$ cat config.mk
export PLATFORM = sky130hd
export DESIGN_NAME = cmd_stream_bridge
export DESIGN_NICKNAME = d
export VERILOG_FILES = /design/src/rtl/cmd_stream_bridge_pkg.sv /design/src/rtl/cmd_stream_bridge_cmd_res_serializer.sv /design/src/rtl/cmd_stream_bridge.sv
export SDC_FILE = /design/constraint.sdc
export NUM_CORES = 1
export LEC_CHECK = 0
export ABC_AREA = 0
export ABC_CLOCK_PERIOD_IN_PS = 3000
export CAP_MARGIN = 20
export CORE_UTILIZATION = 54
export DETAILED_ROUTE_END_ITERATION = 8
export MAX_ROUTING_LAYER = met4
export PLACE_DENSITY = 0.88
export SLEW_MARGIN = 15
export SYNTH_ARGS = -nofsm -noshare
export SYNTH_HDL_FRONTEND = slang
export SYNTH_SLANG_ARGS = --single-unit
$ cat constraint.sdc
create_clock -name clk -period 3 [get_ports clk]
set_input_delay 0.9 -clock clk [delete_from_list [all_inputs] [get_ports clk]]
set_output_delay 0.9 -clock clk [all_outputs]
set_load 0.02 [all_outputs]
$ cat src/rtl/cmd_stream_bridge_pkg.sv
// Shared command/response codes and bridge state encodings for the host
// byte-stream front end of the arena command port.
package cmd_stream_bridge_pkg;

   typedef logic [2:0] opcode_t;

   // Command opcodes understood by top
   localparam opcode_t CMD_NOP        = 3'd0;
   localparam opcode_t CMD_SEED       = 3'd1;
   localparam opcode_t CMD_ADVANCE    = 3'd2;
   localparam opcode_t CMD_READ_CELL  = 3'd3;
   localparam opcode_t CMD_WRITE_CELL = 3'd4;

   // Response status bytes returned to the host
   localparam logic [7:0] RSP_OK      = 8'h00;
   localparam logic [7:0] RSP_BAD_HDR = 8'hE1;
   localparam logic [7:0] RSP_TIMEOUT = 8'hE2;

   // Bridge FSM state encodings
   localparam logic [2:0] ST_RX_HDR    = 3'd0;
   localparam logic [2:0] ST_RX_ARG    = 3'd1;
   localparam logic [2:0] ST_ISSUE     = 3'd2;
   localparam logic [2:0] ST_WAIT_LOW  = 3'd3;
   localparam logic [2:0] ST_WAIT_DONE = 3'd4;
   localparam logic [2:0] ST_TX_STATUS = 3'd5;
   localparam logic [2:0] ST_TX_RES    = 3'd6;
   localparam logic [2:0] ST_TX_ERR    = 3'd7;

   // A header is well formed when its reserved upper bits are all zero
   function automatic logic hdr_ok(input logic [7:0] hdr);
      return (hdr[7:3] == 5'd0);
   endfunction

endpackage

$ cat src/rtl/cmd_stream_bridge_cmd_res_serializer.sv
// Response serializer: loads a status byte plus optional 32-bit result and
// presents them MSB first, one byte per host handshake. tx_data is a
// register, so it never depends combinationally on tx_ready.
module cmd_res_serializer
   import cmd_stream_bridge_pkg::*;
(
   input  logic        clk,
   input  logic        reset,
   input  logic        load,
   input  logic        load_single,
   input  logic [7:0]  load_status,
   input  logic [31:0] load_res,
   input  logic        advance,
   output logic [7:0]  tx_data,
   output logic        last
);

   logic [7:0]  tx_data_r;
   logic [31:0] shift_r;
   logic [2:0]  remain_r;

   // Load a new response or step to the next byte after each transfer
   always_ff @(posedge clk) begin
      if (reset) begin
         tx_data_r <= 8'h00;
         shift_r   <= 32'h0000_0000;
         remain_r  <= 3'd0;
      end else if (load) begin
         tx_data_r <= load_status;
         shift_r   <= load_single ? 32'h0000_0000 : load_res;
         remain_r  <= load_single ? 3'd0 : 3'd4;
      end else if (advance) begin
         tx_data_r <= shift_r[31:24];
         shift_r   <= {shift_r[23:0], 8'h00};
         remain_r  <= (remain_r != 3'd0) ? (remain_r - 3'd1) : 3'd0;
      end else begin
         tx_data_r <= tx_data_r;
         shift_r   <= shift_r;
         remain_r  <= remain_r;
      end
   end

   assign tx_data = tx_data_r;
   assign last    = (remain_r == 3'd0);

endmodule

$ cat src/rtl/cmd_stream_bridge.sv
// Host byte-stream bridge: collects 5-byte command frames, issues them to
// top as a single cmd/cmd_arg0 strobe, waits for completion and streams the
// status plus 32-bit result back to the host.
module cmd_stream_bridge
   import cmd_stream_bridge_pkg::*;
#(
   parameter int RX_TIMEOUT    = 1000000,
   parameter int TIMEOUT_WIDTH = 20
)
(
   input  logic        clk,
   input  logic        reset,
   input  logic [7:0]  rx_data,
   input  logic        rx_valid,
   output logic        rx_ready,
   output logic [7:0]  tx_data,
   output logic        tx_valid,
   input  logic        tx_ready,
   output logic [2:0]  cmd,
   output logic [31:0] cmd_arg0,
   output logic        cmd_valid,
   input  logic        cmd_ready,
   input  logic [31:0] cmd_res,
   output logic        busy
);

   logic [2:0]               state_r;
   logic [2:0]               state_nxt_s;
   logic [2:0]               cmd_r;
   logic [31:0]              arg_r;
   logic [1:0]               byte_idx_r;
   logic [TIMEOUT_WIDTH-1:0] to_cnt_r;
   logic                     rx_fire_s;
   logic                     tx_fire_s;
   logic                     timeout_hit_s;
   logic                     ser_load_s;
   logic                     ser_single_s;
   logic [7:0]               ser_status_s;
   logic                     ser_last_s;

   assign rx_ready      = ((state_r == ST_RX_HDR) || (state_r == ST_RX_ARG)) && !reset;
   assign tx_valid      = (state_r == ST_TX_STATUS) || (state_r == ST_TX_RES) ||
                          (state_r == ST_TX_ERR);
   assign busy          = (state_r == ST_ISSUE) || (state_r == ST_WAIT_LOW) ||
                          (state_r == ST_WAIT_DONE);
   assign cmd_valid     = (state_r == ST_ISSUE) && cmd_ready;
   assign rx_fire_s     = rx_valid && rx_ready;
   assign tx_fire_s     = tx_valid && tx_ready;
   assign timeout_hit_s = (to_cnt_r == TIMEOUT_WIDTH'(RX_TIMEOUT - 1));
   assign cmd           = cmd_r;
   assign cmd_arg0      = arg_r;

   // Next-state decode and serializer load requests
   always_comb begin
      state_nxt_s  = state_r;
      ser_load_s   = 1'b0;
      ser_single_s = 1'b0;
      ser_status_s = RSP_OK;
      case (state_r)
         ST_RX_HDR: begin
            if (rx_fire_s) begin
               if (hdr_ok(rx_data)) begin
                  state_nxt_s = ST_RX_ARG;
               end else begin
                  state_nxt_s  = ST_TX_ERR;
                  ser_load_s   = 1'b1;
                  ser_single_s = 1'b1;
                  ser_status_s = RSP_BAD_HDR;
               end
            end else begin
               state_nxt_s = ST_RX_HDR;
            end
         end
         ST_RX_ARG: begin
            // An accepted byte wins over a simultaneous expiry
            if (rx_fire_s) begin
               state_nxt_s = (byte_idx_r == 2'd3) ? ST_ISSUE : ST_RX_ARG;
            end else if (timeout_hit_s) begin
               state_nxt_s  = ST_TX_ERR;
               ser_load_s   = 1'b1;
               ser_single_s = 1'b1;
               ser_status_s = RSP_TIMEOUT;
            end else begin
               state_nxt_s = ST_RX_ARG;
            end
         end
         ST_ISSUE: begin
            state_nxt_s = cmd_ready ? ST_WAIT_LOW : ST_ISSUE;
         end
         ST_WAIT_LOW: begin
            state_nxt_s = ST_WAIT_DONE;
         end
         ST_WAIT_DONE: begin
            if (cmd_ready) begin
               state_nxt_s  = ST_TX_STATUS;
               ser_load_s   = 1'b1;
               ser_status_s = RSP_OK;
            end else begin
               state_nxt_s = ST_WAIT_DONE;
            end
         end
         ST_TX_STATUS: begin
            state_nxt_s = tx_fire_s ? ST_TX_RES : ST_TX_STATUS;
         end
         ST_TX_RES: begin
            state_nxt_s = (tx_fire_s && ser_last_s) ? ST_RX_HDR : ST_TX_RES;
         end
         ST_TX_ERR: begin
            state_nxt_s = tx_fire_s ? ST_RX_HDR : ST_TX_ERR;
         end
         default: begin
            state_nxt_s = ST_RX_HDR;
         end
      endcase
   end

   // State, opcode/argument capture and inter-byte timeout counter
   always_ff @(posedge clk) begin
      if (reset) begin
         state_r    <= ST_RX_HDR;
         cmd_r      <= 3'd0;
         arg_r      <= 32'h0000_0000;
         byte_idx_r <= 2'd0;
         to_cnt_r   <= '0;
      end else begin
         state_r <= state_nxt_s;
         if ((state_r == ST_RX_HDR) && rx_fire_s && hdr_ok(rx_data)) begin
            cmd_r      <= rx_data[2:0];
            byte_idx_r <= 2'd0;
         end else if ((state_r == ST_RX_ARG) && rx_fire_s) begin
            arg_r      <= {arg_r[23:0], rx_data};
            byte_idx_r <= byte_idx_r + 2'd1;
         end else begin
            cmd_r      <= cmd_r;
            byte_idx_r <= byte_idx_r;
         end
         if ((state_r == ST_RX_ARG) && !rx_fire_s && !timeout_hit_s) begin
            to_cnt_r <= to_cnt_r + {{(TIMEOUT_WIDTH-1){1'b0}}, 1'b1};
         end else begin
            to_cnt_r <= '0;
         end
      end
   end

   cmd_res_serializer u_ser (
      .clk         (clk),
      .reset       (reset),
      .load        (ser_load_s),
      .load_single (ser_single_s),
      .load_status (ser_status_s),
      .load_res    (cmd_res),
      .advance     (tx_fire_s),
      .tx_data     (tx_data),
      .last        (ser_last_s)
   );

endmodule
# Word-level counts from Yosys, hierarchy flattened

Cells that the tools add are included.

Bits in registers: 103
Input bits: 45
Output and inout bits: 47

$add $sub $neg: 3
Eq/ne operators: 9
Muxes and demuxes: 32
Bitwise operators: 2
Reductions and logical operators: 26

Operator list:

| cell                  | number |
|---|---|
| $mux 32               | 3 |
| $mux 8                | 6 |
| $mux 3                | 10 |
| $pmux 3 s8            | 1 |
| $add 20x1->20 const B | 1 |
| $eq 20x20->1 const B  | 1 |
| $pmux 8 s2            | 1 |
| $eq 3x3->1 const B    | 4 |
| $logic_and 1x1->1     | 10 |
| $mux 1                | 7 |
| $eq 3x2->1 const B    | 2 |
| $logic_not 3->1       | 2 |
| $logic_not 5->1       | 1 |
| $logic_or 1x1->1      | 5 |
| $mux 2                | 2 |
| $reduce_or 2->1       | 2 |
| $eq 3x1->1 const B    | 1 |
| $logic_not 1->1       | 3 |
| $pmux 1 s3            | 1 |
| $reduce_bool 3->1     | 1 |
| $sub 3x1->3 const B   | 1 |
| $add 2x1->2 const B   | 1 |
| $eq 2x2->1 const B    | 1 |
| $not 1->1             | 2 |
| 3 further kinds       | 3 |

# Logic depth before layout (Yosys ltp)

Depth in word-level cells: 9
Gate-level depth with buffers: 7

# Hierarchy

A second synthesis with hierarchy kept.

Cell total of the unflattened synthesis: 505
Area total of the unflattened synthesis: 4629.4 µm²

Modules (own cells, without submodules):

| module             | instances | cells each | area an instance (µm²) | sequential area each (µm²) |
|---|---|---|---|---|
| cmd_stream_bridge  | 1         | 309        | 2562.5                 | 1201.2 |
| cmd_res_serializer | 1         | 196        | 2067.0                 | 860.8 |

# Worst setup path after synthesis

Ideal clock, no wire load.

Kind: input-to-output
Start point: in reset
End point: out rx_ready
Data arrival time: 1452 ps
Required time: 2100 ps
Path slack: 648 ps
Stages on the path: 1
Cells stage by stage: nor3_1

Word-level cells in the longest chain between the ends: 2

RTL lines:

| element           | line                    | RTL |
|---|---|---|
| start, declared   | cmd_stream_bridge.sv:12 | `input logic reset,` |
| $logic_not 1->1   | cmd_stream_bridge.sv:41 | `assign rx_ready = ((state_r == ST_RX_HDR) \|\| (state_r == ST_RX_ARG)) && !reset;` |
| $logic_and 1x1->1 | cmd_stream_bridge.sv:41 |  |
| end, declared     | cmd_stream_bridge.sv:15 | `output logic rx_ready,` |

Every way passes these cells.

# Worst setup path in the final report

Ends and elaborated chain as after synthesis.

==> qor.yml <==
status: "finished clean"
slew_violations: 0
antennaDiodeCount: 0
synthFlopType: "dfxtp_1"
grt.total_usage: 0.2546
syn_inst: 477
synthArstFlopShare: 0
nets: 609
hpwlAfterDp_um: 6736
drt_iter0_drc: 203
critPathCaptureType: "output pin"
met2_usage: 0.4059
setup_viol: 0
met1_usage: 0.3265
portBuffers: 91
synth.cell_area_sq_um: 4282
die_w_um: 91.05
antenna_found_initial: 0
fin_cells: 668
fill_cells: 576
fin_crit_sh: 0.9568
cp.arrival_ns: 1.97
clock_latency_ns: 0.36
drc: 0
first_pass_iters: 4
cp_cell_sequence: "buf_2 > nor3_1 > clkdlybuf4s50_1"
dieArea_sq_um: 8289
crit_fanout: 5
die_y_um: 91.05
p_per_area_nw_per_um2: 499.0
detail_route.wl_per_cell_um: 14.61
area_delta_synth_final_pct: 28.29
final_area_sq_um: 5493
grtUsageMet3: 0.05863
grt_pass1_vias: 3499
drt_wl_total_um: 9761
hold_ws_ns: 0.4586
htree_levels: 3
path_delay_family: "buffers and inverters"
gp_congestion: 0.8067
cap_violations: 0
cp_slowest_cell: "clkdlybuf4s50_1"
cp.required_ns: 2.10
hold_class: "flop to flop"
ys_warn_count: 0
core_sq_um: 7687
fin_setup_tns_ns: 0
critical_path_class: "input pin to output pin"
multi_input_area_sq_um: 2066
placed_area_sq_um: 5298
syn-num-nets: 524
path_buf_inv: 2
cts_buffers: 9
grt_overflow: 0
synthAdderAreaFrac: 0.005845
cts.sinks: 103
dpl.cell_count: 653
synth_compound_area_frac: 0.1455
max_freq_ghz: 0.3484
grt_max_degree: 76
grt.busiest_layer: "met2"
clock_path_buffers: 2
drive_above_1_share: 0.06890
rsz0062_at_grt: "false"
yosysUniqueCellTypes: 46
ir_drop_mv: 0.3463
cts-root-buf: "clkbuf_8"
crit_path_start_kind: "input pin"
syn_avg_cell_area_sq_um: 8.976
vias_per_cell: 5.496
slowest_delay_ns: 0.67
synth_xor_area_frac: 0.04091
synth_edf_count: 0
cts_tree: "done"
ys_ff_latch: 103
ctsHoldBuffers: 0
finalHoldViolations: 0
cellLeakagePower_nw: 1.917
io-pin-count: 92
path_clk_slew_ns: 0.08
fin_skew_ns: 0.01088
dr_total_vias: 3671
ff_latch_area_sq_um: 2062
max_slew_margin: 0.5528
floorplan.initialDensity: 0.5570
synth-simple-area-share: 0.2195
synth_mux_area_frac: 0.07072
fp-row-count: 32
drtAntennaViolNets: 0
ys_seq_area_frac: 0.4816
period_needed_ns: 2.871
tightest_slew_ns: 0.6647
synth_top_family_by_area: "simple AND/OR/NAND/NOR gates"
grt_pass1_wl_um: 16640
## cell usage after synthesis (all sizes together), types with 3 or more instances
library cell / n / area [sq um]
a21oi: 39 / 195.2
a221oi: 3 / 26.28
a22o: 8 / 70.07
a31oi: 4 / 25.02
and2: 3 / 18.77
and3: 3 / 18.77
buf: 16 / 82.58
clkbuf: 16 / 60.06
dfxtp: 103 / 2062
inv: 3 / 11.26
mux2i: 28 / 280.3
nand2: 83 / 311.6
nand2b: 27 / 168.9
nand3: 13 / 65.06
nand4: 4 / 25.02
nor2: 40 / 155.1
nor2b: 3 / 18.77
nor3: 8 / 40.04
nor4: 3 / 18.77
o32ai: 25 / 219.0
xnor2: 7 / 61.31
xor2: 13 / 113.9
## tightest hold or removal path, stage by stage, from the launching register on
cell,delay [ns]
dfxtp_1,0.32
nand2_1,0.05
a21oi_1,0.05
## cell families after synthesis
family,Yosys count
XOR/XNOR,20
buffers and inverters,35
adder cells (fa/ha/maj),2
AO/OA/AOI/OAI,89
multiplexers,30
AND/OR/NAND/NOR,198
flip-flops,103
## registers in the layout (all words and copies together) (netlist names)
name and cells:
state_r 3, cmd_arg0 32, to_cnt_r 20, u_ser.remain_r 3, u_ser.tx_data 8, byte_idx_r 2
u_ser.shift_r 32, cmd 3
## per-layer routing
metal	up-vias	routed length [um]
met1	1706	4329
met4	0	189
met5	-	0
met3	18	456
met2	100	4786
li1	1847	-
## final cells by class
cell class	count	share of cell area
well taps	102	0.02323
multi-input cells	339	0.3761
repair buffers	106	0.1875
inverters	3	0.002050
clock inverters	4	0.01002
clock buffers	11	0.02574
flip-flops and latches	103	0.3754
## cells in the final DEF (no fill, tap or decap), types with 10 or more instances in the layout
| cell | instances |
|---|---|
| clkbuf_8 | 10 |
| o32ai_1 | 25 |
| mux2i_1 | 28 |
| a21oi_1 | 39 |
| dfxtp_1 | 103 |
| nand3_1 | 13 |
| nand2b_1 | 27 |
| buf_4 | 14 |
| nor2_1 | 38 |
| clkdlybuf4s50_1 | 89 |
| xor2_1 | 13 |
| nand2_1 | 83 |
## final timing paths
check | slack (ns) | from | depth (start not counted) | endpoint
worst max-delay path | 0.13 | reset | 3 | rx_ready
worst min-delay path | 0.46 | cmd_arg0[30] | 2 | cmd_arg0[30]
worst max register to register | 0.84 | state_r[0] | 6 | u_ser.tx_data[6]
worst min register to register | 0.46 | cmd_arg0[30] | 2 | cmd_arg0[30]
## power by group
part	leakage, nW	internal, W	switching (W)	total (W)
combinational	0.989	0.000195	0.000223	0.000417
clock	0.0960	0.000409	0.000454	0.000863
sequential	0.832	0.00141	0.0000490	0.00146
## stage by stage
step / worst slack, ns / total power [W] / util
5_1_grt: 0.08019 / 0.002863 / 0.7145
6_report: 0.1295 / 0.002741 / 0.7145
2_1_floorplan: 0.6481 / 0.001731 / -
3_3_place_gp: -0.05925 / 0.001889 / 0.6891
4_1_cts: 0.1409 / 0.002749 / 0.7145
3_5_place_dp: -0.09306 / 0.001901 / 0.6891
## timing repair
action                     4_1_cts  5_1_grt
setup endpoints to repair        1        0
resized for setup                1        0
buffers inserted                 0        0
No activity file was read; power rests on OpenSTA's default activity.
